### config.mk
export PLATFORM = sky130hd
export DESIGN_NAME = tone_sequencer
export DESIGN_NICKNAME = d
export VERILOG_FILES = /design/src/rtl/tone_sequencer.sv
export SDC_FILE = /design/constraint.sdc
export NUM_CORES = 1
export LEC_CHECK = 0
export BUFFER_PORTS_ARGS = -buffer_cell sky130_fd_sc_hd__buf_2
export CORE_UTILIZATION = 55
export CTS_CLUSTER_DIAMETER = 40
export CTS_CLUSTER_SIZE = 20
export DETAILED_ROUTE_END_ITERATION = 16
export MAX_ROUTING_LAYER = met4
export PLACE_DENSITY = 0.76
export SYNTH_ARGS = -nofsm -noshare
export SYNTH_HDL_FRONTEND = slang
export SYNTH_SLANG_ARGS = --single-unit
### constraint.sdc
create_clock -name clk_1MHz -period 2.61 [get_ports clk_1MHz]
set_clock_uncertainty 0.1 [all_clocks]
set_input_delay 0.522 -clock clk_1MHz [delete_from_list [all_inputs] [get_ports clk_1MHz]]
set_output_delay 0.522 -clock clk_1MHz [all_outputs]
set_load 0.02 [all_outputs]
### src/rtl/tone_sequencer.sv
// tone_sequencer: fixed-priority arbiter and melody player driving the piezo note code.
// Optional silent gap between notes of a melody: define TSEQ_GAP_EN.
module tone_sequencer #(
    parameter int TICK_DIV = 1000,
    parameter int UNIT_MS  = 50,
    parameter int GAP_MS   = 20
) (
    input  logic       clk_1MHz,
    input  logic       rst,
    input  logic [3:0] req,
    output logic [3:0] mode,
    output logic       busy,
    output logic [1:0] cur_id,
    output logic       done
);
    localparam int MS_MAX = (4 * UNIT_MS > GAP_MS) ? 4 * UNIT_MS : GAP_MS;
    localparam int MS_W   = $clog2(MS_MAX + 1);
    localparam int PRE_W  = (TICK_DIV > 1) ? $clog2(TICK_DIV) : 1;
    localparam logic [PRE_W-1:0] PRE_LAST = PRE_W'(TICK_DIV - 1);
`ifdef TSEQ_GAP_EN
    localparam logic [MS_W-1:0] GAP_LAST = MS_W'(GAP_MS - 1);
`endif

    typedef enum logic [1:0] {S_IDLE, S_NOTE, S_GAP} state_t;

    state_t           state_q, state_d;
    logic [3:0]       mode_q, mode_d;
    logic             busy_q, busy_d;
    logic [1:0]       cur_id_q, cur_id_d;
    logic             done_q, done_d;
    logic [2:0]       idx_q, idx_d;
    logic [2:0]       units_q, units_d;
    logic [PRE_W-1:0] pre_q, pre_d;
    logic [MS_W-1:0]  ms_q, ms_d;

    logic [1:0] win_id;
    logic       req_any;
    logic [6:0] first_entry;
    logic [6:0] next_entry;
    logic       tick_last;
    logic       note_end;
    logic       last_note_end;
    logic       accept;
`ifdef TSEQ_GAP_EN
    logic       gap_end;
`endif

    // Melody ROM entry {note, units}; units == 0 marks the end of a melody.
    function automatic logic [6:0] rom_entry(input logic [1:0] id, input logic [2:0] idx);
        logic [6:0] e;
        e = 7'd0;
        case ({id, idx})
            5'b00_000: e = {4'd5, 3'd1};
            5'b00_001: e = {4'd8, 3'd1};
            5'b01_000: e = {4'd3, 3'd2};
            5'b01_001: e = {4'd1, 3'd2};
            5'b10_000: e = {4'd1, 3'd2};
            5'b10_001: e = {4'd3, 3'd2};
            5'b10_010: e = {4'd5, 3'd2};
            5'b10_011: e = {4'd8, 3'd2};
            5'b11_000: e = {4'd5, 3'd2};
            5'b11_001: e = {4'd3, 3'd2};
            5'b11_010: e = {4'd1, 3'd4};
            default:   e = 7'd0;
        endcase
        return e;
    endfunction

    // Ascending scan: the highest set bit (highest priority) is the last to assign.
    always_comb begin
        req_any = |req;
        win_id  = 2'd0;
        for (int i = 0; i < 4; i++) begin
            if (req[i]) win_id = 2'(i);
        end
    end

    always_comb begin
        first_entry   = rom_entry(win_id, 3'd0);
        next_entry    = rom_entry(cur_id_q, idx_q + 3'd1);
        tick_last     = (pre_q == PRE_LAST);
        note_end      = (state_q == S_NOTE) && tick_last &&
                        (ms_q == MS_W'(int'(units_q) * UNIT_MS - 1));
        last_note_end = note_end && (next_entry[2:0] == 3'd0);
`ifdef TSEQ_GAP_EN
        gap_end       = (state_q == S_GAP) && tick_last && (ms_q == GAP_LAST);
`endif
        // The final cycle of a melody is already "not busy" for arbitration purposes.
        accept        = req_any &&
                        ((state_q == S_IDLE) || last_note_end || (win_id > cur_id_q));

        state_d  = state_q;
        mode_d   = mode_q;
        busy_d   = busy_q;
        cur_id_d = cur_id_q;
        done_d   = 1'b0;
        idx_d    = idx_q;
        units_d  = units_q;
        pre_d    = pre_q;
        ms_d     = ms_q;

        if (state_q != S_IDLE) begin
            pre_d = tick_last ? '0 : pre_q + PRE_W'(1);
            ms_d  = tick_last ? ms_q + MS_W'(1) : ms_q;
        end

        if (accept) begin
            state_d  = S_NOTE;
            mode_d   = first_entry[6:3];
            units_d  = first_entry[2:0];
            busy_d   = 1'b1;
            cur_id_d = win_id;
            idx_d    = 3'd0;
            pre_d    = '0;
            ms_d     = '0;
        end else if (last_note_end) begin
            state_d = S_IDLE;
            mode_d  = 4'd0;
            busy_d  = 1'b0;
            done_d  = 1'b1;
            idx_d   = 3'd0;
            units_d = 3'd0;
            pre_d   = '0;
            ms_d    = '0;
        end else if (note_end) begin
`ifdef TSEQ_GAP_EN
            state_d = S_GAP;
            mode_d  = 4'd0;
            pre_d   = '0;
            ms_d    = '0;
        end else if (gap_end) begin
`endif
            state_d = S_NOTE;
            mode_d  = next_entry[6:3];
            units_d = next_entry[2:0];
            idx_d   = idx_q + 3'd1;
            pre_d   = '0;
            ms_d    = '0;
        end
    end

    always_ff @(posedge clk_1MHz or posedge rst) begin
        if (rst) begin
            state_q  <= S_IDLE;
            mode_q   <= 4'd0;
            busy_q   <= 1'b0;
            cur_id_q <= 2'd0;
            done_q   <= 1'b0;
            idx_q    <= 3'd0;
            units_q  <= 3'd0;
            pre_q    <= '0;
            ms_q     <= '0;
        end else begin
            state_q  <= state_d;
            mode_q   <= mode_d;
            busy_q   <= busy_d;
            cur_id_q <= cur_id_d;
            done_q   <= done_d;
            idx_q    <= idx_d;
            units_q  <= units_d;
            pre_q    <= pre_d;
            ms_q     <= ms_d;
        end
    end

    assign mode   = mode_q;
    assign busy   = busy_q;
    assign cur_id = cur_id_q;
    assign done   = done_q;

endmodule

==> flow_metrics.tcl <==
set metrics [dict create \
    yosys.area.top_type "dfrtp_1" \
    met2_length_microns 2760 \
    ys_seq_area_frac 0.376 \
    cts_hold_repair.buffers 0 \
    power_density_nw_per_um2 1020 \
    pwr-share-comb 0.595 \
    postRouteWirelength_microns 5630 \
    nFillCells 255 \
    synth_top_cell_area_share 0.376 \
    synthArstFlopShare 1.00 \
    synthesis.area_sq_um 2200 \
    cts-root-buf "clkbuf_8" \
    post-route-min-period_ns 2.66 \
    vias 2070 \
    grt_max_degree 34 \
    first_pass_iters 4 \
    maxCapViolCount 0 \
    wl_met3_microns 305 \
    fp.dieW_microns 65.2 \
    share_seq_of_total_power 0.238 \
    timing.final.hold_violations 0 \
    clk_latency_ns 0.29 \
    p_clk_frac 0.168 \
    clock_path_buffers 2 \
    antenna_found_initial 0 \
    synth_edf_count 0 \
    route.detailed.drc 0 \
    ys.flop_type "dfrtp_1" \
    tightestPinTransition_ns 0.503 \
    ys_ff_latch 33 \
    drtAntennaViolNets 0 \
    total_power_uw 3000 \
    hold_class "input port to asynchronous set/reset pin" \
    synth_commonest_cells "dfrtp_1, ha_1, nand2_1, inv_1" \
    final-max-slew-violation-count 0 \
    cts_tree "yes" \
    h-tree-depth 2 \
    highest_layer "met4" \
    cp_data_arrival_time_ns 2.78 \
    dpl.hpwl_microns 4050 \
    r2r_start "units_q[1]$_DFFE_PP0P_" \
    gr-total-overflow 0 \
    synth_nets 264 \
    design.die.area_sq_um 4250 \
    yosys-top-cells-area "dfrtp_1, ha_1, nand2_1" \
    drt_iter0_markers 124 \
    post-route-period-util 1.02 \
    setup_viol 2 \
    yosysUniqueCellTypes 47 \
    intPower_uw 1800 \
    rows 22 \
    core_region_area_sq_um 3740 \
    regArea_sq_um 826 \
    status "complete, but fails checks" \
    p_sw_frac 0.401 \
    vdd_drop_max_mv 0.717 \
    violations "setup timing" \
    yosys_warnings 0 \
    post_drt_wl_per_cell_microns 16.2 \
    syn_to_final_growth_pct 33.6 \
    final_net_count 322 \
    place_congestion 0.915 \
    finalWorstSetupSlack_ns -0.0478 \
    via_per_inst 5.97 \
    avgSynthCellArea_sq_um 9.16 \
    leakage_uw 0.00135 \
    slew-limit-headroom 0.664 \
    num_antenna_cells 0 \
    drive_above_1_share 0.324 \
    wl_met1_microns 2480 \
    synth_most_common_cell "dfrtp_1" \
    multiInputGateArea_sq_um 1460 \
    tns_ns -0.0553 \
    clock_sinks 33 \
    rr_endpoint "units_q[2]$_DFFE_PP0P_" \
    path_class "flop to flop" \
    io_buffers 13 \
    ioPinCount 14 \
    grt_first_pass_wirelength_microns 9380 \
    gr-usage-all-layers 0.299 \
    r2r_cells 9 \
    start_kind "flop" \
    max_freq_mhz 376 \
    required_ns 2.73 \
    rsz0062_at_grt "true" \
    p_switching_uw 1200 \
    synth_cells 240 \
    die_h_microns 65.2 \
    start_util 0.587 \
    first_global_vias 2026 \
    reg2reg_slack_ns -0.05 \
    crit_fanout 4 \
    cts_buffers 5 \
    cp-end-kind "flop" \
    clk_pin_slew_ns 0.07 \
]
what timing repair did:
action                                  CTS  global route
pin swaps                                 2             7
gates resized for setup                  10            10
endpoints found under the setup margin   11            10
setup buffers                             1             2
stage by stage:
step           worst slack, ns  instances  hold slack (ns)  cell area (sq um)  utilization
6_report               -0.0478        347            0.218               2940        0.784
5_1_grt                -0.0981        347            0.270               2940        0.784
4_1_cts                -0.0464        345            0.225               2870        0.767
3_5_place_dp            -0.152        336            0.372               2680        0.717
3_3_place_gp           -0.0876        336            0.390               2680        0.717
2_1_floorplan          -0.0315        240            0.368               2270            -
worst max-delay path by stage:
stage / from / endpoint / slack [ns] / depth (start not counted)
after floorplan: pre_q[4]$_DFFE_PP0P_ / units_q[2]$_DFFE_PP0P_ / -0.03 / 6
after global placement: req[2] / mode[1]$_DFFE_PP0P_ / -0.09 / 9
after detailed placement: req[2] / mode[1]$_DFFE_PP0P_ / -0.15 / 9
after CTS: units_q[1]$_DFFE_PP0P_ / units_q[2]$_DFFE_PP0P_ / -0.05 / 9
after global routing: units_q[1]$_DFFE_PP0P_ / units_q[2]$_DFFE_PP0P_ / -0.1 / 9
final: units_q[1]$_DFFE_PP0P_ / units_q[2]$_DFFE_PP0P_ / -0.05 / 9
worst max-delay path, stage by stage (launching register included):
cell,delay (ns)
dfrtp_1,0.40
buf_4,0.16
ha_4,0.16
ha_4,0.24
nor2_1,0.08
nand4_1,0.14
xnor2_2,0.18
or4_4,0.56
or4_4,0.44
a21oi_2,0.12
layout by cell type, fill, tap and decap left out, types with 3 or more instances in the layout:
cell type and n:
nand3_1 10, nor3_1 7, ha_1 14, o22ai_1 4, nand2b_1 4, inv_2 3
mux2_2 4, o31ai_1 3, and3_1 8, xor2_1 3, nand2_1 18, inv_1 12
buf_4 44, buf_2 13, or4_4 3, a21oi_1 11, dfrtp_1 33, nor2_1 13
o21ai_0 13, ha_4 4, a22o_1 4, nand4_1 4, mux2i_1 6, xnor2_1 4
clkbuf_8 6, a21o_1 4
power by group through the flow:
stage          combinational (uW)  clock, uW  sequential, uW
2_1_floorplan                 942          0             725
3_3_place_gp                 1560          0             707
3_5_place_dp                 1590          0             714
4_1_cts                      1670        510             708
5_1_grt                      1920        533             723
6_report                     1780        503             713
layer usage:
metal  track usage  vias to the layer above
met1         0.384                      987
met2         0.488                       68
met3        0.0573                       12
li1              -                     1003
met5             -                        -
met4        0.0734                        0
registers in the layout, indices dropped and copies added, names as in the netlist:
name	count
cur_id	2
ms_q	8
done	1
state_q	1
units_q	3
busy	1
pre_q	10
mode	4
idx_q	3
kinds of logic after synthesis:
group           Yosys count  share of synthesized area
buf+inv                  23                     0.0393
compound gates           60                      0.182
fa+ha+maj                18                      0.102
xor+xnor                 10                     0.0398
simple gates             86                      0.213
mux                      10                     0.0478
flops                    33                      0.376
layout make-up:
cell class                      count  area share
Multi-Input combinational cell    184       0.497
Sequential cell                    33       0.281
Timing Repair Buffer               59       0.142
Clock buffer                        7      0.0294
Tap cell                           48      0.0205
Inverter                           15      0.0192
Clock inverter                      1      0.0102
No activity file was read; power rests on OpenSTA's default activity.
